==> src/rtl/led_pattern_sequencer.sv <==
// led_pattern_sequencer: LED_W-wide pattern driver with four step rates and
// four pattern modes (rotate, bounce, fill, dark-rotate). Run/pause and
// single-step come from raw push buttons through a 2-flop synchroniser and a
// level debouncer.
// Optional build macro PWM_DIM_EN adds a 4-bit brightness input and a
// 16-slot PWM dimmer on the LED output. The output and tick are then
// registered one cycle behind the pattern.
module led_pattern_sequencer #(
  parameter int unsigned LED_W     = 8,
  parameter int unsigned CNT_W     = 26,
  parameter int unsigned DIV0      = 99_999,
  parameter int unsigned DIV1      = 999_999,
  parameter int unsigned DIV2      = 4_999_999,
  parameter int unsigned DIV3      = 19_999_999,
  parameter int unsigned DB_CYCLES = 1_000_000,
  parameter int unsigned DB_W      = 20
) (
  input  logic             clk,
  input  logic             rst,
  input  logic             btn_run,
  input  logic             btn_step,
  input  logic [1:0]       freq_set,
  input  logic [1:0]       mode,
  input  logic             dir_set,
`ifdef PWM_DIM_EN
  input  logic [3:0]       bright,
`endif
  output logic [LED_W-1:0] led,
  output logic             running,
  output logic             tick
);

  typedef enum logic [1:0] {
    M_ROTATE = 2'b00,
    M_BOUNCE = 2'b01,
    M_FILL   = 2'b10,
    M_DARK   = 2'b11
  } mode_e;

  localparam logic [LED_W-1:0] LED_ONE = {{(LED_W-1){1'b0}}, 1'b1};
  localparam logic [DB_W-1:0]  DB_LAST = DB_W'(DB_CYCLES - 1);

  // Index 0 is the run/pause button, index 1 is the single-step button.
  logic [1:0]      btn_raw;
  logic [1:0]      sync1_q, sync2_q;
  logic [1:0]      db_q, db_d;
  logic [1:0]      pulse_q;
  logic [DB_W-1:0] dbc_q [2];
  logic [DB_W-1:0] dbc_d [2];

  logic             running_q;
  logic [CNT_W-1:0] cnt_q;
  logic [CNT_W-1:0] cnt_max;
  logic             cnt_end;
  logic             step;

  mode_e            mode_q;
  mode_e            mode_in;
  logic             mode_chg;
  logic [LED_W-1:0] led_q, pat_d;
  logic             bounce_up_q, up_d;
  logic             tick_q;

  assign btn_raw = {btn_step, btn_run};

  // Seed loaded whenever the selected mode changes.
  function automatic logic [LED_W-1:0] seed(input mode_e m);
    case (m)
      M_FILL:  seed = '0;
      M_DARK:  seed = ~LED_ONE;
      default: seed = LED_ONE;
    endcase
  endfunction

  // Debounce next state: count while the synced level disagrees with the
  // accepted level, accept it once it has held for DB_CYCLES cycles.
  always_comb begin
    for (int i = 0; i < 2; i++) begin
      db_d[i]  = db_q[i];
      dbc_d[i] = '0;
      if (sync2_q[i] != db_q[i]) begin
        if (dbc_q[i] == DB_LAST) begin
          db_d[i] = sync2_q[i];
        end else begin
          dbc_d[i] = dbc_q[i] + 1'b1;
        end
      end
    end
  end

  // Button synchronisers, debounce state and rising-edge pulses.
  always_ff @(posedge clk or negedge rst) begin
    if (!rst) begin
      sync1_q <= '0;
      sync2_q <= '0;
      db_q    <= '0;
      pulse_q <= '0;
      for (int i = 0; i < 2; i++) dbc_q[i] <= '0;
    end else begin
      sync1_q <= btn_raw;
      sync2_q <= sync1_q;
      db_q    <= db_d;
      pulse_q <= db_d & ~db_q;
      for (int i = 0; i < 2; i++) dbc_q[i] <= dbc_d[i];
    end
  end

  // Rate select follows the live switches, so a lowered limit takes effect
  // on the very next cycle.
  always_comb begin
    case (freq_set)
      2'b00:   cnt_max = CNT_W'(DIV0);
      2'b01:   cnt_max = CNT_W'(DIV1);
      2'b10:   cnt_max = CNT_W'(DIV2);
      default: cnt_max = CNT_W'(DIV3);
    endcase
  end

  assign cnt_end  = (cnt_q >= cnt_max);
  assign step     = (running_q & cnt_end) | (~running_q & pulse_q[1]);
  assign mode_in  = mode_e'(mode);
  assign mode_chg = (mode_in != mode_q);

  // Run flag toggle and prescaler; the count is frozen (not cleared) on pause.
  always_ff @(posedge clk or negedge rst) begin
    if (!rst) begin
      running_q <= 1'b0;
      cnt_q     <= '0;
    end else begin
      running_q <= running_q ^ pulse_q[0];
      if (running_q) begin
        cnt_q <= cnt_end ? '0 : cnt_q + 1'b1;
      end
    end
  end

  // Next pattern for one step in the current mode.
  always_comb begin
    pat_d = led_q;
    up_d  = bounce_up_q;
    case (mode_q)
      M_BOUNCE: begin
        if (bounce_up_q) begin
          if (led_q[LED_W-1]) begin
            up_d  = 1'b0;
            pat_d = led_q >> 1;
          end else begin
            pat_d = led_q << 1;
          end
        end else begin
          if (led_q[0]) begin
            up_d  = 1'b1;
            pat_d = led_q << 1;
          end else begin
            pat_d = led_q >> 1;
          end
        end
      end
      M_FILL: begin
        if (&led_q) begin
          pat_d = '0;
        end else if (dir_set) begin
          pat_d = {1'b1, led_q[LED_W-1:1]};
        end else begin
          pat_d = {led_q[LED_W-2:0], 1'b1};
        end
      end
      default: begin
        if (dir_set) begin
          pat_d = {led_q[LED_W-2:0], led_q[LED_W-1]};
        end else begin
          pat_d = {led_q[0], led_q[LED_W-1:1]};
        end
      end
    endcase
  end

  // Pattern register: a mode change reloads the seed and wins over a step.
  always_ff @(posedge clk or negedge rst) begin
    if (!rst) begin
      mode_q      <= M_ROTATE;
      led_q       <= LED_ONE;
      bounce_up_q <= 1'b1;
      tick_q      <= 1'b0;
    end else begin
      mode_q <= mode_in;
      tick_q <= 1'b0;
      if (mode_chg) begin
        led_q       <= seed(mode_in);
        bounce_up_q <= 1'b1;
      end else if (step) begin
        led_q       <= pat_d;
        bounce_up_q <= up_d;
        tick_q      <= 1'b1;
      end
    end
  end

`ifdef PWM_DIM_EN
  logic [3:0]       pwm_cnt_q;
  logic [LED_W-1:0] led_out_q;
  logic             tick_out_q;

  // PWM dimmer: output stage one cycle behind the pattern, tick follows it.
  always_ff @(posedge clk or negedge rst) begin
    if (!rst) begin
      pwm_cnt_q  <= '0;
      led_out_q  <= LED_ONE;
      tick_out_q <= 1'b0;
    end else begin
      pwm_cnt_q  <= pwm_cnt_q + 1'b1;
      led_out_q  <= led_q & {LED_W{pwm_cnt_q <= bright}};
      tick_out_q <= tick_q;
    end
  end

  assign led  = led_out_q;
  assign tick = tick_out_q;
`else
  assign led  = led_q;
  assign tick = tick_q;
`endif

  assign running = running_q;

endmodule
==> config.mk <==
export PLATFORM = sky130hd
export DESIGN_NAME = led_pattern_sequencer
export DESIGN_NICKNAME = d
export VERILOG_FILES = /design/src/rtl/led_pattern_sequencer.sv
export SDC_FILE = /design/constraint.sdc
export NUM_CORES = 1
export LEC_CHECK = 0
export CELL_PAD_IN_SITES_DETAIL_PLACEMENT = 0
export CELL_PAD_IN_SITES_GLOBAL_PLACEMENT = 1
export CORE_MARGIN = 3
export CORE_UTILIZATION = 35
export CTS_BUF_LIST = sky130_fd_sc_hd__clkbuf_8 sky130_fd_sc_hd__clkbuf_16
export DETAILED_ROUTE_END_ITERATION = 7
export GPL_TIMING_DRIVEN = 0
export PLACE_DENSITY_LB_ADDON = 0.1
export REMOVE_ABC_BUFFERS = 1
export SLEW_MARGIN = 20
export SYNTH_ARGS = -nofsm -noshare
export SYNTH_HDL_FRONTEND = slang
export SYNTH_SLANG_ARGS = --single-unit
==> constraint.sdc <==
create_clock -name clk -period 3.2 [get_ports clk]
set_clock_uncertainty 0.05 [all_clocks]
set_input_delay 0.32 -clock clk [delete_from_list [all_inputs] [get_ports clk]]
set_output_delay 0.32 -clock clk [all_outputs]
set_load 0.1 [all_outputs]
==> results.json, run 1 <==
{
  "synthAdderAreaFrac_pct": 6.59,
  "hold-worst-slack_ns": 0.298,
  "p_per_area_nw_per_um2": 434,
  "critPathArrivalTime_ns": 3.21,
  "async_flop_share_pct": 100,
  "dp.cells": 718,
  "power_leakage_nw": 2.50,
  "row_count": 43,
  "syn_inst": 538,
  "remaining_drc_errors": 0,
  "wire_per_inst_um": 15.6,
  "io_pins": 19,
  "synth_compound_area_share_pct": 14.3,
  "clk_latency_ns": 0.33,
  "slew_headroom_pct": 35.5,
  "rrSetupSlack_ns": 0.27,
  "grt_pass1_wl_um": 20300,
  "clock_path_buffers": 2,
  "synth_area_um2": 5090,
  "clock_sinks": 87,
  "final_max_slew_viol_count": 0,
  "grt_pass1_vias": 4030,
  "final_nets": 588,
  "maxCapViolCount": 0,
  "path_max_fanout": 24,
  "max_freq_mhz": 333,
  "min_period_ns": 3.00,
  "first_pass_iters": 6,
  "chipHeight_um": 127,
  "ys.flop_type": "dfrtp_1",
  "rsz0062_at_grt": "false",
  "pre_cts_ws_ns": -1.38,
  "dpl_cell_area_um2": 5490,
  "seq_area_frac_synth_pct": 42.8,
  "fin_cells": 738,
  "core_area_um2": 14000,
  "slowest_stage": "a2111oi_4",
  "avgSynthCellArea_um2": 9.46,
  "synth_top_family_by_area": "simple AND/OR/NAND/NOR gates",
  "cts_tree": "yes",
  "dr_total_vias": 4035,
  "synth-seq-cells": 87,
  "crit_type": "input pin to flip-flop",
  "antenna_found_initial": 0,
  "cts_buffers": 9,
  "root_buffer": "clkbuf_16",
  "ys_warn_count": 0,
  "synthDistinctLibCells": 66,
  "hp-class": "flip-flop to flip-flop",
  "post-route-period-util_pct": 93.8,
  "synthSimpleGateAreaFrac_pct": 22.6,
  "rr_endpoint": "cnt_q[9]",
  "synth_xor_area_share_pct": 7.58,
  "critPathLaunch": "freq_set[1]",
  "crit_chain": "clkbuf_2 -> inv_1 -> ha_4 -> inv_1 -> ha_4 -> a211oi_2 -> o21bai_1 -> a211o_1 -> a2111oi_4 -> o21ai_4 -> buf_16 -> buf_16 -> or3_1 -> o21ai_1",
  "overflow": 0,
  "die_area_um2": 16000,
  "port-buffer-count": 18,
  "required_ns": 3.41,
  "crit_end": "cnt_q[9]",
  "status": "finished, final reports clean",
  "grt_max_degree": 65,
  "muxShareOfSynthArea_pct": 2.29,
  "worstMarginPinSlew_ns": 0.965,
  "routed_wl_um": 11500,
  "hold_viol": 0,
  "die_x_um": 127,
  "setup_slack_ns": 0.197,
  "r2r_cells": 10,
  "crit_family": "compound AO/OA/AOI/OAI gates",
  "final-setup-viol-count": 0,
  "postRouteAntennaNets": 0,
  "fin_total_pwr_mw": 2.54,
  "worst-path-buf-inv": 5,
  "area_growth_pct": 15.1,
  "cts-htree-levels": 3,
  "cp-start-kind": "input pin",
  "drt-initial-drc-count": 260,
  "start_util_pct": 36.2,
  "viasPerCell": 5.47,
  "diodes": 0,
  "drive_above_1_share_pct": 8.06,
  "place_congestion": 0.809,
  "peakVddDrop_uv": 206,
  "dp_hpwl_um": 7930,
  "grt_usage_pct": 15.3,
  "crit_path_end_kind": "flip-flop",
  "clk_pin_slew_ns": 0.06,
  "cpPeakStageDelay_ns": 0.44,
  "synth_edf_count": 0,
  "fin_area_um2": 5850,
  "r2r_start": "cnt_q[11]",
  "path_depth": 14
}
==> synth_stat cells, drive strengths merged (4+ instances only) <==
| cell type | n | share of area, % |
|---|---|---|
| dfrtp | 85 | 42 |
| nor2 | 62 | 4.6 |
| nand2 | 38 | 2.9 |
| nand3 | 36 | 3.5 |
| xor2 | 31 | 5.3 |
| ha | 26 | 6.4 |
| inv | 26 | 1.9 |
| o21ai | 23 | 2.3 |
| and3 | 13 | 1.6 |
| clkbuf | 13 | 0.96 |
| nand4 | 13 | 1.6 |
| xnor2 | 13 | 2.2 |
| a21o | 11 | 1.6 |
| nor3 | 11 | 1.1 |
| and4 | 10 | 1.7 |
| a21oi | 9 | 0.89 |
| nor4 | 9 | 1.1 |
| buf | 8 | 0.93 |
| a221oi | 7 | 1.2 |
| a31oi | 7 | 0.86 |
| mux2i | 6 | 1.2 |
| nor3b | 6 | 0.89 |
| or3 | 6 | 0.74 |
| a211oi | 5 | 0.93 |
| mux2 | 5 | 1.1 |
| a22o | 4 | 0.69 |
| a311o | 4 | 0.79 |
| or2 | 4 | 0.49 |
==> area by class of cell <==
| class | instances | area (µm²) |
|---|---|---|
| Multi-Input combinational cell | 404 | 2760 |
| Clock inverter | 5 | 57.6 |
| Inverter | 26 | 97.6 |
| Tap cell | 180 | 225 |
| Clock buffer | 11 | 253 |
| Sequential cell | 87 | 2180 |
| Fill cell | 1369 | 8190 |
| Timing Repair Buffer | 25 | 287 |
==> worst reg2reg max path, stage by stage, from the launching register on <==
cell and delay (ns):
dfrtp_1 0.44, ha_1 0.36, a311o_1 0.36, a21oi_1 0.16, o221ai_1 0.13, a211oi_1 0.47, o21ai_4 0.12, buf_16 0.18
buf_16 0.17, or3_1 0.34, o21ai_1 0.08
==> cells by family (layout without fill, tap and decap cells) <==
kind of cell,Yosys count,count (layout)
AOI/OAI and AO/OA,98,98
xor gates and xnor gates,44,44
adders and majority gates,27,27
buffers and inverters,47,67
DFF,87,87
muxes,11,11
and+or+nand+nor,224,224
==> through the flow <==
stage | setup TNS (ns) | util (%)
2_1_floorplan | -6.63 | -
3_5_place_dp | -42.12 | 39.1
3_3_place_gp | -203.14 | 38.4
4_1_cts | 0 | 41.6
6_report | 0 | 41.7
5_1_grt | 0 | 41.7
==> cells in the final DEF (no fill, tap or decap), drive strengths merged, types with 5 or more instances in the layout <==
master / count
a21o: 11
buf: 7
o21ai: 23
nor2: 62
xnor2: 13
or3: 6
nand2: 38
nor3b: 6
and4: 10
a31oi: 7
nor4: 9
ha: 26
a221oi: 7
and3: 13
clkbuf: 13
dfrtp: 85
a211oi: 5
nand4: 13
xor2: 31
clkdlybuf4s50: 15
nand3: 36
nor3: 11
inv: 28
a21oi: 9
mux2: 5
mux2i: 6
==> flip-flops by register name, indices dropped and copies added, names as in the netlist <==
register and flops:
dbc_q 40, cnt_q 26, led 8, db_q 2, mode_q 2, pulse_q 2, sync1_q 2, sync2_q 2
bounce_up_q 1, running 1, tick 1
==> where the power goes <==
group | internal, mW | switching, mW | total (mW)
Clock | 0.648 | 0.435 | 1.08
Combinational | 0.103 | 0.200 | 0.304
Sequential | 1.12 | 0.0338 | 1.16
Total | 1.87 | 0.669 | 2.54
==> what timing repair did <==
item                                    4_1_cts  5_1_grt
hold endpoints to repair                     23        0
setup buffers                                 2        1
gates cloned                                  0        0
pin swaps                                     1        1
resized for setup                             8        5
endpoints found under the setup margin       36       24
hold buffers                                  1        0
==> worst min path at each step <==
| stage | from | end | slack [ns] | depth (start not counted) |
|---|---|---|---|---|
| floorplan | rst | cnt_q[0] | -0.03 | 0 |
| global placement | sync1_q[0] | sync2_q[0] | 0.28 | 0 |
| finish | sync1_q[0] | sync2_q[0] | 0.30 | 0 |
| global route | sync1_q[1] | sync2_q[1] | 0.32 | 0 |
| detailed placement | rst | cnt_q[14] | 0.15 | 1 |
| CTS | sync1_q[0] | sync2_q[0] | 0.30 | 0 |
==> layer usage <==
metal  share of wire (%)  vias up  global-route usage (%)
met2                  46       55                    23.6
met3                 2.8        9                    2.61
met5                   0        -                       0
met1                  50     1987                    22.0
met4                 1.1        0                    4.48
li1                    -     1984                       -
(Power assumes the default switching activity.)
==> inputs of run 2 (changes only) <==
Settings changed: CORE_MARGIN 3 to 2.
==> run 2 against run 1 <==
Die area decreased by 3.1%. Via count is 1.2% lower. Total power grew 2.6%. Design area decreased by 0.17%. Final cell count increased by 0.68%. Maximum frequency increased by 2.4%. Combinational power barely moved. First-iteration DRC count decreased by 32%. Hold slack better by 0.0054 ns. Global-route usage increased by 0.99 points. Critical path type unchanged. Highest routed layer unchanged.
==> results.json, run 2 (synthesis gave the netlist of run 1 again) <==
{
  "status": "finished, final reports clean",
  "p_int_mw": 1.91,
  "cts_buffers": 9,
  "overflow": 0,
  "seqPwrFrac_pct": 44.3,
  "drt-initial-drc-count": 177,
  "row_count": 44,
  "final_max_slew_viol_count": 0,
  "combPwrFrac_pct": 11.5,
  "dr_total_vias": 3986,
  "required_ns": 3.38,
  "cts-htree-levels": 3,
  "power.share.switching_pct": 26.8,
  "largest_reg_flops": 40,
  "switching_power_mw": 0.698,
  "diodes": 0,
  "post-route-period-util_pct": 91.6,
  "clk_latency_ns": 0.35,
  "hold_viol": 0,
  "peakVddDrop_uv": 237,
  "core_area_um2": 14400,
  "cpPeakStageDelay_ns": 0.33,
  "setup_slack_ns": 0.269,
  "grt_usage_pct": 16.3,
  "hold-worst-slack_ns": 0.303,
  "hp-class": "flip-flop to flip-flop",
  "antenna_found_initial": 0,
  "clock_sinks": 87,
  "clk_pin_slew_ns": 0.07,
  "root_buffer": "clkbuf_16",
  "final_common_cell": "dfrtp_1",
  "first_pass_iters": 5,
  "fin_setup_tns_ns": 0,
  "fin_area_um2": 5840,
  "grt_pass1_wl_um": 20600,
  "pre_cts_ws_ns": -1.49,
  "crit_chain": "clkbuf_2 -> inv_1 -> ha_4 -> inv_1 -> ha_1 -> a211oi_2 -> o21bai_1 -> a211o_1 -> a2111oi_4 -> buf_4 -> o21ai_4 -> buf_16 -> and4_1 -> a311o_1",
  "fin_cells": 743,
  "min_period_ns": 2.93,
  "maxCapViolCount": 0,
  "remaining_drc_errors": 0,
  "postRouteAntennaNets": 0,
  "dp_hpwl_um": 7950,
  "die_area_um2": 15500,
  "final_cell_mix": "85 x dfrtp_1, 62 x nor2_1, 37 x nand2_1",
  "start_util_pct": 35.4,
  "worstMarginPinSlew_ns": 0.966,
  "io_pins": 19,
  "cts_tree": "yes",
  "rsz0062_at_grt": "false",
  "final-setup-viol-count": 0,
  "crit_path_end_kind": "flip-flop",
  "wire_per_inst_um": 16.1,
  "port-buffer-count": 18,
  "nFillCells": 1396,
  "slowest_stage": "a211o_1",
  "path_max_fanout": 26,
  "crit_top_cell": "inv_1",
  "slew_headroom_pct": 35.4,
  "grt_pass1_vias": 3978,
  "drive_above_1_share_pct": 8.23,
  "final_nets": 589,
  "dpl_cell_area_um2": 5470,
  "cp-start-kind": "input pin",
  "place_congestion": 0.818,
  "crit_type": "input pin to flip-flop",
  "viasPerCell": 5.36,
  "clock_path_buffers": 2,
  "chipHeight_um": 125,
  "p_per_area_nw_per_um2": 446,
  "routed_wl_um": 11900,
  "area_growth_pct": 14.9,
  "dp.cells": 721,
  "critPathArrivalTime_ns": 3.11,
  "die_x_um": 125,
  "regMostFlops": "dbc_q",
  "max_freq_mhz": 341,
  "power_leakage_nw": 2.51,
  "power.share.clock_pct": 44.2,
  "grt_max_degree": 54
}
## run 2: final cells by class
cell class / instances / area (µm²) / area share [%]
well taps: 184 / 230 / 3.94
repair buffers: 25 / 267 / 4.56
inverters: 26 / 97.6 / 1.67
flip-flops and latches: 87 / 2180 / 37.3
clock inverters: 7 / 95.1 / 1.63
clock buffers: 9 / 225 / 3.85
multi-input cells: 405 / 2750 / 47.1
## run 2: worst max-delay path, delay by kind of cell
kind                       cells  cell delay, ns
AOI/OAI and AO/OA              6            1.29
adders and majority gates      2            0.62
buffers and inverters          5            0.68
and+or+nand+nor                1            0.19
## run 2: layer usage
layer | vias to the layer above | track usage, % | part of all wire [%]
met1 | 1960 | 22.9 | 51
met3 | 9 | 2.62 | 2.4
li1 | 1981 | - | -
met4 | 0 | 5.82 | 1.2
met5 | - | 0 | 0
met2 | 36 | 25.3 | 46
## run 2: worst paths after layout
| path | startpoint | endpoint | slack [ns] | cells after the start |
|---|---|---|---|---|
| max in group asynchronous | rst | dbc_q[19] | 2.12 | 3 |
| max | freq_set[1] | led[3] | 0.27 | 14 |
| min reg2reg | sync1_q[0] | sync2_q[0] | 0.30 | 0 |
| min in group asynchronous | rst | cnt_q[14] | 0.39 | 2 |
| max reg2reg | cnt_q[11] | led[3] | 0.36 | 9 |
| min | sync1_q[0] | sync2_q[0] | 0.30 | 0 |
## run 2: repair_timing
| action | 4_1_cts | 5_1_grt |
|---|---|---|
| buffers inserted | 4 | 0 |
| endpoints found under the setup margin | 36 | 12 |
| cloned | 1 | 0 |
| resized for setup | 7 | 5 |
| hold buffers | 1 | 0 |
| hold endpoints to repair | 32 | 0 |
| pin swaps | 3 | 1 |
## run 2: stage by stage
| stage | utilization (%) | total power, mW |
|---|---|---|
| 6_report | 40.7 | 2.61 |
| 3_3_place_gp | 37.6 | 1.47 |
| 5_1_grt | 40.7 | 2.73 |
| 2_1_floorplan | - | 1.37 |
| 4_1_cts | 40.7 | 2.65 |
| 3_5_place_dp | 38.0 | 1.47 |
## run 2: power by group through the flow
stage / Combinational, mW / Sequential (mW) / Clock (mW)
finish: 0.301 / 1.15 / 1.15
global route: 0.330 / 1.16 / 1.24
CTS: 0.304 / 1.15 / 1.19
detailed placement: 0.299 / 1.18 / 0
global placement: 0.293 / 1.18 / 0
floorplan: 0.128 / 1.24 / 0
==> inputs of run 3 (changes only) <==
Settings changed: CAP_MARGIN from default to 20.
==> results of run 3 <==
Same layout as run 2: the final DEF is identical, and so are final timing and power.
